`src/rtl/data_mem_arbiter_pkg.sv`:
```
// Shared types for the data memory arbiter: FSM states, access modes, request record, range check.
// Pure package, no logic of its own.
package dmem_pkg;

  localparam int DMEM_AW = 32;
  localparam int DMEM_DW = 32;
  localparam longint unsigned DMEM_MEM_BYTES = 64'd131072;

  localparam logic ACC_WORD = 1'b0;
  localparam logic ACC_BYTE = 1'b1;

  typedef enum logic [1:0] {
    ST_IDLE   = 2'd0,
    ST_ACCESS = 2'd1,
    ST_RESP   = 2'd2
  } state_t;

  typedef struct packed {
    logic               we;
    logic               is_byte;
    logic [DMEM_AW-1:0] addr;
    logic [DMEM_DW-1:0] wdata;
  } req_t;

  // The last touched byte is computed one bit wider so addresses near the top never wrap.
  function automatic logic access_err(input logic               is_byte,
                                      input logic [DMEM_AW-1:0] addr,
                                      input logic [DMEM_AW:0]   limit);
    logic [DMEM_AW:0] last_byte;
    last_byte = {1'b0, addr} + ((is_byte == ACC_BYTE) ? '0 : (DMEM_AW+1)'(3));
    return ((is_byte == ACC_WORD) && (addr[1:0] != 2'b00)) || (last_byte >= limit);
  endfunction

endpackage

```
`src/rtl/data_mem_arbiter_if.sv`:
```
// Requester and memory-port bundle for the data memory arbiter.
// master = requesters plus memory, slave = the arbiter.
interface data_mem_arbiter_if #(
  parameter int ADDRESS_WIDTH = 32,
  parameter int DATA_WIDTH    = 32
);

  logic                     p0_req;
  logic                     p0_we;
  logic                     p0_byte;
  logic [ADDRESS_WIDTH-1:0] p0_addr;
  logic [DATA_WIDTH-1:0]    p0_wdata;
  logic                     p0_gnt;
  logic                     p0_done;
  logic                     p0_err;
  logic [DATA_WIDTH-1:0]    p0_rdata;

  logic                     p1_req;
  logic                     p1_we;
  logic                     p1_byte;
  logic [ADDRESS_WIDTH-1:0] p1_addr;
  logic [DATA_WIDTH-1:0]    p1_wdata;
  logic                     p1_gnt;
  logic                     p1_done;
  logic                     p1_err;
  logic [DATA_WIDTH-1:0]    p1_rdata;

  logic                     mem_we;
  logic                     mem_addr_mode;
  logic [ADDRESS_WIDTH-1:0] mem_a;
  logic [DATA_WIDTH-1:0]    mem_wd;
  logic [DATA_WIDTH-1:0]    mem_rd;

  modport master (
    output p0_req, p0_we, p0_byte, p0_addr, p0_wdata,
    input  p0_gnt, p0_done, p0_err, p0_rdata,
    output p1_req, p1_we, p1_byte, p1_addr, p1_wdata,
    input  p1_gnt, p1_done, p1_err, p1_rdata,
    input  mem_we, mem_addr_mode, mem_a, mem_wd,
    output mem_rd
  );

  modport slave (
    input  p0_req, p0_we, p0_byte, p0_addr, p0_wdata,
    output p0_gnt, p0_done, p0_err, p0_rdata,
    input  p1_req, p1_we, p1_byte, p1_addr, p1_wdata,
    output p1_gnt, p1_done, p1_err, p1_rdata,
    output mem_we, mem_addr_mode, mem_a, mem_wd,
    input  mem_rd
  );

endinterface

```
`src/rtl/data_mem_arbiter_rr_pick2.sv`:
```
// Two-way round-robin picker, combinational (zero latency); a lone requester always wins,
// a tie goes to the port that was not granted last.
module rr_pick2 (
  input  logic [1:0] req,
  input  logic       last,
  output logic       valid,
  output logic       sel
);

  assign valid = |req;
  assign sel   = (&req) ? ~last : req[1];

endmodule

```
`src/rtl/data_mem_arbiter.sv`:
```
// Two-port arbiter for the single-port data memory: grant in T, access in T+1, done in T+2.
// Losers hold req and are served at the next IDLE/RESP cycle; one access in flight at a time.
module data_mem_arbiter
  import dmem_pkg::*;
#(
  parameter int              ADDRESS_WIDTH = DMEM_AW,
  parameter int              DATA_WIDTH    = DMEM_DW,
  parameter longint unsigned MEM_BYTES     = DMEM_MEM_BYTES
) (
  input logic               clk,
  input logic               rst,
  data_mem_arbiter_if.slave bus
);

  localparam logic [ADDRESS_WIDTH:0] LP_LIMIT = (ADDRESS_WIDTH+1)'(MEM_BYTES);

  state_t                r_state;
  req_t                  r_req;
  logic                  r_err;
  logic                  r_owner;
  logic                  r_last;
  logic [DATA_WIDTH-1:0] r_rdata;

  logic       w_open;
  logic [1:0] w_req;
  logic       w_grant;
  logic       w_sel;
  logic       w_err;
  logic       w_resp;
  req_t       w_p0_req;
  req_t       w_p1_req;
  req_t       w_sel_req;

  // Arbitration is closed while an access is on the memory port or reset is asserted.
  assign w_open = (r_state != ST_ACCESS) && !rst;
  assign w_req  = {bus.p1_req, bus.p0_req} & {2{w_open}};

  rr_pick2 u_pick (
    .req   (w_req),
    .last  (r_last),
    .valid (w_grant),
    .sel   (w_sel)
  );

  assign w_p0_req  = '{we: bus.p0_we, is_byte: bus.p0_byte, addr: bus.p0_addr, wdata: bus.p0_wdata};
  assign w_p1_req  = '{we: bus.p1_we, is_byte: bus.p1_byte, addr: bus.p1_addr, wdata: bus.p1_wdata};
  assign w_sel_req = w_sel ? w_p1_req : w_p0_req;
  assign w_err     = access_err(w_sel_req.is_byte, w_sel_req.addr, LP_LIMIT);

  always_ff @(posedge clk) begin
    if (rst) begin
      r_state <= ST_IDLE;
      r_req   <= '0;
      r_err   <= 1'b0;
      r_owner <= 1'b0;
      r_last  <= 1'b1;
      r_rdata <= '0;
    end else begin
      case (r_state)
        ST_IDLE, ST_RESP: begin
          if (w_grant) begin
            r_req   <= w_sel_req;
            r_err   <= w_err;
            r_owner <= w_sel;
            r_last  <= w_sel;
            r_state <= ST_ACCESS;
          end else begin
            r_state <= ST_IDLE;
          end
        end
        ST_ACCESS: begin
          r_rdata <= (r_req.we || r_err) ? '0 : bus.mem_rd;
          r_state <= ST_RESP;
        end
        default: r_state <= ST_IDLE;
      endcase
    end
  end

  assign bus.p0_gnt = w_grant & ~w_sel;
  assign bus.p1_gnt = w_grant &  w_sel;

  // Reset in the response cycle swallows the done pulse.
  assign w_resp       = (r_state == ST_RESP) && !rst;
  assign bus.p0_done  = w_resp & ~r_owner;
  assign bus.p1_done  = w_resp &  r_owner;
  assign bus.p0_err   = bus.p0_done & r_err;
  assign bus.p1_err   = bus.p1_done & r_err;
  assign bus.p0_rdata = bus.p0_done ? r_rdata : '0;
  assign bus.p1_rdata = bus.p1_done ? r_rdata : '0;

  // Address and data simply hold the latched request between accesses.
  assign bus.mem_we        = (r_state == ST_ACCESS) && r_req.we && !r_err && !rst;
  assign bus.mem_addr_mode = r_req.is_byte;
  assign bus.mem_a         = r_req.addr;
  assign bus.mem_wd        = r_req.wdata;

endmodule

```
`src/flat_wrapper.sv`:
```
// flat-port wrapper written by rule: the top's interface ports become plain ports
module data_mem_arbiter_flat import dmem_pkg::*;
#(
  parameter int              ADDRESS_WIDTH = DMEM_AW,
  parameter int              DATA_WIDTH    = DMEM_DW,
  parameter longint unsigned MEM_BYTES     = DMEM_MEM_BYTES
)
  (clk, rst, bus_p0_req, bus_p0_we, bus_p0_byte, bus_p0_addr, bus_p0_wdata, bus_p0_gnt, bus_p0_done, bus_p0_err, bus_p0_rdata, bus_p1_req, bus_p1_we, bus_p1_byte, bus_p1_addr, bus_p1_wdata, bus_p1_gnt, bus_p1_done, bus_p1_err, bus_p1_rdata, bus_mem_we, bus_mem_addr_mode, bus_mem_a, bus_mem_wd, bus_mem_rd);
  data_mem_arbiter_if #(.ADDRESS_WIDTH(ADDRESS_WIDTH), .DATA_WIDTH(DATA_WIDTH)) bus_i ();
  input logic clk;
  input logic rst;
  input wire logic [$bits(bus_i.p0_req)-1:0] bus_p0_req;
  input wire logic [$bits(bus_i.p0_we)-1:0] bus_p0_we;
  input wire logic [$bits(bus_i.p0_byte)-1:0] bus_p0_byte;
  input wire logic [$bits(bus_i.p0_addr)-1:0] bus_p0_addr;
  input wire logic [$bits(bus_i.p0_wdata)-1:0] bus_p0_wdata;
  output wire logic [$bits(bus_i.p0_gnt)-1:0] bus_p0_gnt;
  output wire logic [$bits(bus_i.p0_done)-1:0] bus_p0_done;
  output wire logic [$bits(bus_i.p0_err)-1:0] bus_p0_err;
  output wire logic [$bits(bus_i.p0_rdata)-1:0] bus_p0_rdata;
  input wire logic [$bits(bus_i.p1_req)-1:0] bus_p1_req;
  input wire logic [$bits(bus_i.p1_we)-1:0] bus_p1_we;
  input wire logic [$bits(bus_i.p1_byte)-1:0] bus_p1_byte;
  input wire logic [$bits(bus_i.p1_addr)-1:0] bus_p1_addr;
  input wire logic [$bits(bus_i.p1_wdata)-1:0] bus_p1_wdata;
  output wire logic [$bits(bus_i.p1_gnt)-1:0] bus_p1_gnt;
  output wire logic [$bits(bus_i.p1_done)-1:0] bus_p1_done;
  output wire logic [$bits(bus_i.p1_err)-1:0] bus_p1_err;
  output wire logic [$bits(bus_i.p1_rdata)-1:0] bus_p1_rdata;
  output wire logic [$bits(bus_i.mem_we)-1:0] bus_mem_we;
  output wire logic [$bits(bus_i.mem_addr_mode)-1:0] bus_mem_addr_mode;
  output wire logic [$bits(bus_i.mem_a)-1:0] bus_mem_a;
  output wire logic [$bits(bus_i.mem_wd)-1:0] bus_mem_wd;
  input wire logic [$bits(bus_i.mem_rd)-1:0] bus_mem_rd;
  assign bus_i.p0_req = bus_p0_req;
  assign bus_i.p0_we = bus_p0_we;
  assign bus_i.p0_byte = bus_p0_byte;
  assign bus_i.p0_addr = bus_p0_addr;
  assign bus_i.p0_wdata = bus_p0_wdata;
  assign bus_p0_gnt = bus_i.p0_gnt;
  assign bus_p0_done = bus_i.p0_done;
  assign bus_p0_err = bus_i.p0_err;
  assign bus_p0_rdata = bus_i.p0_rdata;
  assign bus_i.p1_req = bus_p1_req;
  assign bus_i.p1_we = bus_p1_we;
  assign bus_i.p1_byte = bus_p1_byte;
  assign bus_i.p1_addr = bus_p1_addr;
  assign bus_i.p1_wdata = bus_p1_wdata;
  assign bus_p1_gnt = bus_i.p1_gnt;
  assign bus_p1_done = bus_i.p1_done;
  assign bus_p1_err = bus_i.p1_err;
  assign bus_p1_rdata = bus_i.p1_rdata;
  assign bus_mem_we = bus_i.mem_we;
  assign bus_mem_addr_mode = bus_i.mem_addr_mode;
  assign bus_mem_a = bus_i.mem_a;
  assign bus_mem_wd = bus_i.mem_wd;
  assign bus_i.mem_rd = bus_mem_rd;
  data_mem_arbiter #(.ADDRESS_WIDTH(ADDRESS_WIDTH), .DATA_WIDTH(DATA_WIDTH), .MEM_BYTES(MEM_BYTES)) u_core (.clk(clk), .rst(rst), .bus(bus_i));
endmodule
```
`config.mk`:
```
export PLATFORM = sky130hd
export DESIGN_NAME = data_mem_arbiter_flat
export DESIGN_NICKNAME = d
export VERILOG_FILES = /design/src/rtl/data_mem_arbiter_pkg.sv /design/src/rtl/data_mem_arbiter_if.sv /design/src/rtl/data_mem_arbiter_rr_pick2.sv /design/src/rtl/data_mem_arbiter.sv /design/src/flat_wrapper.sv
export SDC_FILE = /design/constraint.sdc
export NUM_CORES = 1
export LEC_CHECK = 0
export ABC_CLOCK_PERIOD_IN_PS = 4100
export CAP_MARGIN = 10
export CORE_ASPECT_RATIO = 1.4
export CORE_UTILIZATION = 41
export CTS_BUF_LIST = sky130_fd_sc_hd__clkbuf_4 sky130_fd_sc_hd__clkbuf_8
export DETAILED_ROUTE_END_ITERATION = 10
export GPL_ROUTABILITY_DRIVEN = 1
export MAX_ROUTING_LAYER = met4
export PLACE_DENSITY = 0.84
export SLEW_MARGIN = 40
export SYNTH_ARGS = -nofsm -noshare
export SYNTH_HDL_FRONTEND = slang
export SYNTH_SLANG_ARGS = --single-unit
export TNS_END_PERCENT = 50
```
`constraint.sdc`:
```
create_clock -name clk -period 4.1 [get_ports clk]
set_input_delay 1.23 -clock clk [delete_from_list [all_inputs] [get_ports clk]]
set_output_delay 1.23 -clock clk [all_outputs]
set_load 0.01 [all_outputs]
```
==> results.sh <==
export IMPL_power_density_nw_per_um2=278
export IMPL_area_delta_synth_final_pct=52.0
export IMPL_synth_top_family_by_area="simple AND/OR/NAND/NOR gates"
export IMPL_drv_slew=0
export IMPL_ys_seq_area_frac=0.367
export IMPL_path_max_fanout=6
export IMPL_drtAntennaViolNets=0
export IMPL_synthesis_nets=859
export IMPL_core_area_um2=13400
export IMPL_clock_sinks=103
export IMPL_leakage_nw=3.20
export IMPL_yosysWarnings=0
export IMPL_vias=5657
export IMPL_maxUsedRoutingLayer="met4"
export IMPL_cp_start_kind="input port"
export IMPL_clk_latency_ns=0.38
export IMPL_hold_violations=0
export IMPL_grt_overflow=0
export IMPL_cts_buffers=9
export IMPL_synth_top_area_share=0.367
export IMPL_totalWireLength_mm=18.4
export IMPL_dpl_hpwl_mm=14.2
export IMPL_status="complete, no violations"
export IMPL_hold_path_class="reg2reg"
export IMPL_worst_clock_skew_ns=0.0138
export IMPL_drt_iter0_drc=241
export IMPL_vias_per_cell=5.19
export IMPL_synth_top_flop_cell="dfxtp_1"
export IMPL_cts_tree="done"
export IMPL_worst_slew_pin_slew_ns=0.684
export IMPL_synth_cell_types=57
export IMPL_hold_buffers=0
export IMPL_synth_edff_count=0
export IMPL_root_buffer="clkbuf_8"
export IMPL_synthSimpleGateAreaFrac=0.276
export IMPL_met3_length_mm=1.23
export IMPL_cts_setup_buffers=0
export IMPL_criticalPathCategory="in2out"
export IMPL_drive_gt1_frac=0.0606
export IMPL_first_global_vias=5555
export IMPL_synthMuxAreaShare=0.0171
export IMPL_cts_buffer_depth=2
export IMPL_synth_commonest_cells="nand2_1, dfxtp_1, nor2_1"
export IMPL_netlist_instances=690
export IMPL_rsz0062_at_grt="no"
export IMPL_die_width_um=101
export IMPL_synth_area_leaders="dfxtp_1, a311oi_1, buf_4, nand2_1, and2_1"
export IMPL_cts_htree_levels=3
export IMPL_holdWs_ns=0.484
export IMPL_worstPathArrival_ns=2.77
export IMPL_num_io_pins=304
export IMPL_synth_compound_area_frac=0.206
export IMPL_synth_ff_latch_count=103
export IMPL_synth_top_area_cell="dfxtp_1"
export IMPL_async_reset_ff_frac=0
export IMPL_syn_area_um2=5620
export IMPL_n_antenna_cell=0
export IMPL_syn_area_per_cell_um2=8.15
export IMPL_setup_tns_ns=0
export IMPL_period_share=0.977
export IMPL_synthAdderAreaFrac=0.00222
export IMPL_crit_path_end_kind="output pin"
export IMPL_drt_met1_wl_mm=6.99
export IMPL_antenna_found_initial=0
export IMPL_met2_length_mm=9.52
export IMPL_power_mw=2.38
export IMPL_path_clk_slew_ns=0.08
export IMPL_place_gp_congestion=0.841
export IMPL_die_h_um=141
export IMPL_grt_max_degree=64
export IMPL_ir_drop_mv=0.192
export IMPL_synth_xor_area_share=0.00311
export IMPL_cts_repair_resized=0
export IMPL_final_net_count=1074
export IMPL_min_period_ns=4.00
export IMPL_rows=50
export IMPL_start_util=0.420
export IMPL_yosysMostFrequentCell="nand2_1"
export IMPL_max_freq_mhz=250
export IMPL_worstPathRequired_ns=2.87
export IMPL_cap_violations=0
export IMPL_drc=0
export IMPL_setup_violations=0
export IMPL_drt_pass1_iterations=4
export IMPL_grtUsageTotal=0.270
export IMPL_maxSlewHeadroom=0.544
export IMPL_grt_pass1_wl_mm=29.0
export IMPL_die_area_um2=14200
export IMPL_numPortBuffers=303
export IMPL_wl_per_cell_um=16.9
==> critical path: stages <==
cell and delay, ns:
clkdlybuf4s50_1 0.53, a21boi_4 0.24, nand3_4 0.11, inv_4 0.11, clkdlybuf4s50_1 0.54
==> worst paths after layout <==
path | from | endpoint | slack [ns] | depth (start not counted)
max | bus_p0_req | bus_p1_gnt | 0.1 | 5
min reg2reg | u_core.r_owner | u_core.r_owner | 0.48 | 2
min | u_core.r_owner | u_core.r_owner | 0.48 | 2
max reg2reg | u_core.r_state[1] | u_core.r_err | 1.54 | 11
==> per-layer routing <==
layer	vias up	GRT usage
met5	-	-
met4	0	0.114
met3	47	0.0620
met2	220	0.479
li1	2806	-
met1	2584	0.284
==> sequential cells by signal, indices dropped and copies added (netlist names) <==
signal,cells
u_core.r_state,2
u_core.r_rdata,32
u_core.r_err,1
u_core.r_req,1
u_core.bus.mem_a,32
u_core.bus.mem_addr_mode,1
u_core.bus.mem_wd,32
u_core.r_last,1
u_core.r_owner,1
==> where the power goes <==
part           internal (mW)  total (mW)  switching, mW
registers               1.08        1.12         0.0445
logic                  0.336       0.601          0.265
clock network          0.310       0.656          0.346
total                   1.72        2.38          0.656
==> cells by family after synthesis <==
group / Yosys count
DFF: 103
adders and majority gates: 1
xor gates and xnor gates: 2
muxes: 9
buffers and inverters: 121
and+or+nand+nor: 316
AOI/OAI and AO/OA: 138
==> metrics by stage <==
| stage | utilization | area (um^2) | worst slack, ns | instances |
|---|---|---|---|---|
| 2_1_floorplan | - | 5620 | 0.220 | 690 |
| 3_3_place_gp | 0.624 | 8350 | 0.115 | 1076 |
| 3_5_place_dp | 0.624 | 8350 | 0.0960 | 1076 |
| 4_1_cts | 0.638 | 8550 | 0.0870 | 1090 |
| 5_1_grt | 0.638 | 8550 | 0.0492 | 1090 |
| 6_report | 0.638 | 8550 | 0.0961 | 1090 |
==> layout make-up <==
type / count / area [um^2]
multi-input combinational: 466 / 2850
timing repair buffer: 319 / 3190
sequential: 103 / 2060
inverter: 6 / 27.5
tap: 182 / 228
clock buffer: 11 / 151
clock inverter: 3 / 43.8
fill: 1160 / 4840
==> cell usage in the layout (no fill, tap or decap), types with 2 or more instances in the layout <==
cell type / n
o2111ai_1: 2
nor3_1: 3
clkbuf_8: 11
o31ai_1: 5
clkdlybuf4s50_1: 302
a22o_1: 32
nand4_2: 2
a21oi_1: 6
and3_1: 5
nor2_1: 74
a21o_1: 2
o211ai_1: 2
dfxtp_1: 103
and2_1: 69
nand4_1: 12
buf_12: 3
inv_4: 2
or4_1: 4
a311oi_1: 59
nand3_1: 5
buf_4: 13
nor4_4: 3
mux2_2: 4
a31oi_1: 4
inv_1: 3
nand2_1: 127
o21ai_0: 8
a211oi_1: 6
mux2i_1: 4
No activity file was read; power rests on OpenSTA's default activity.
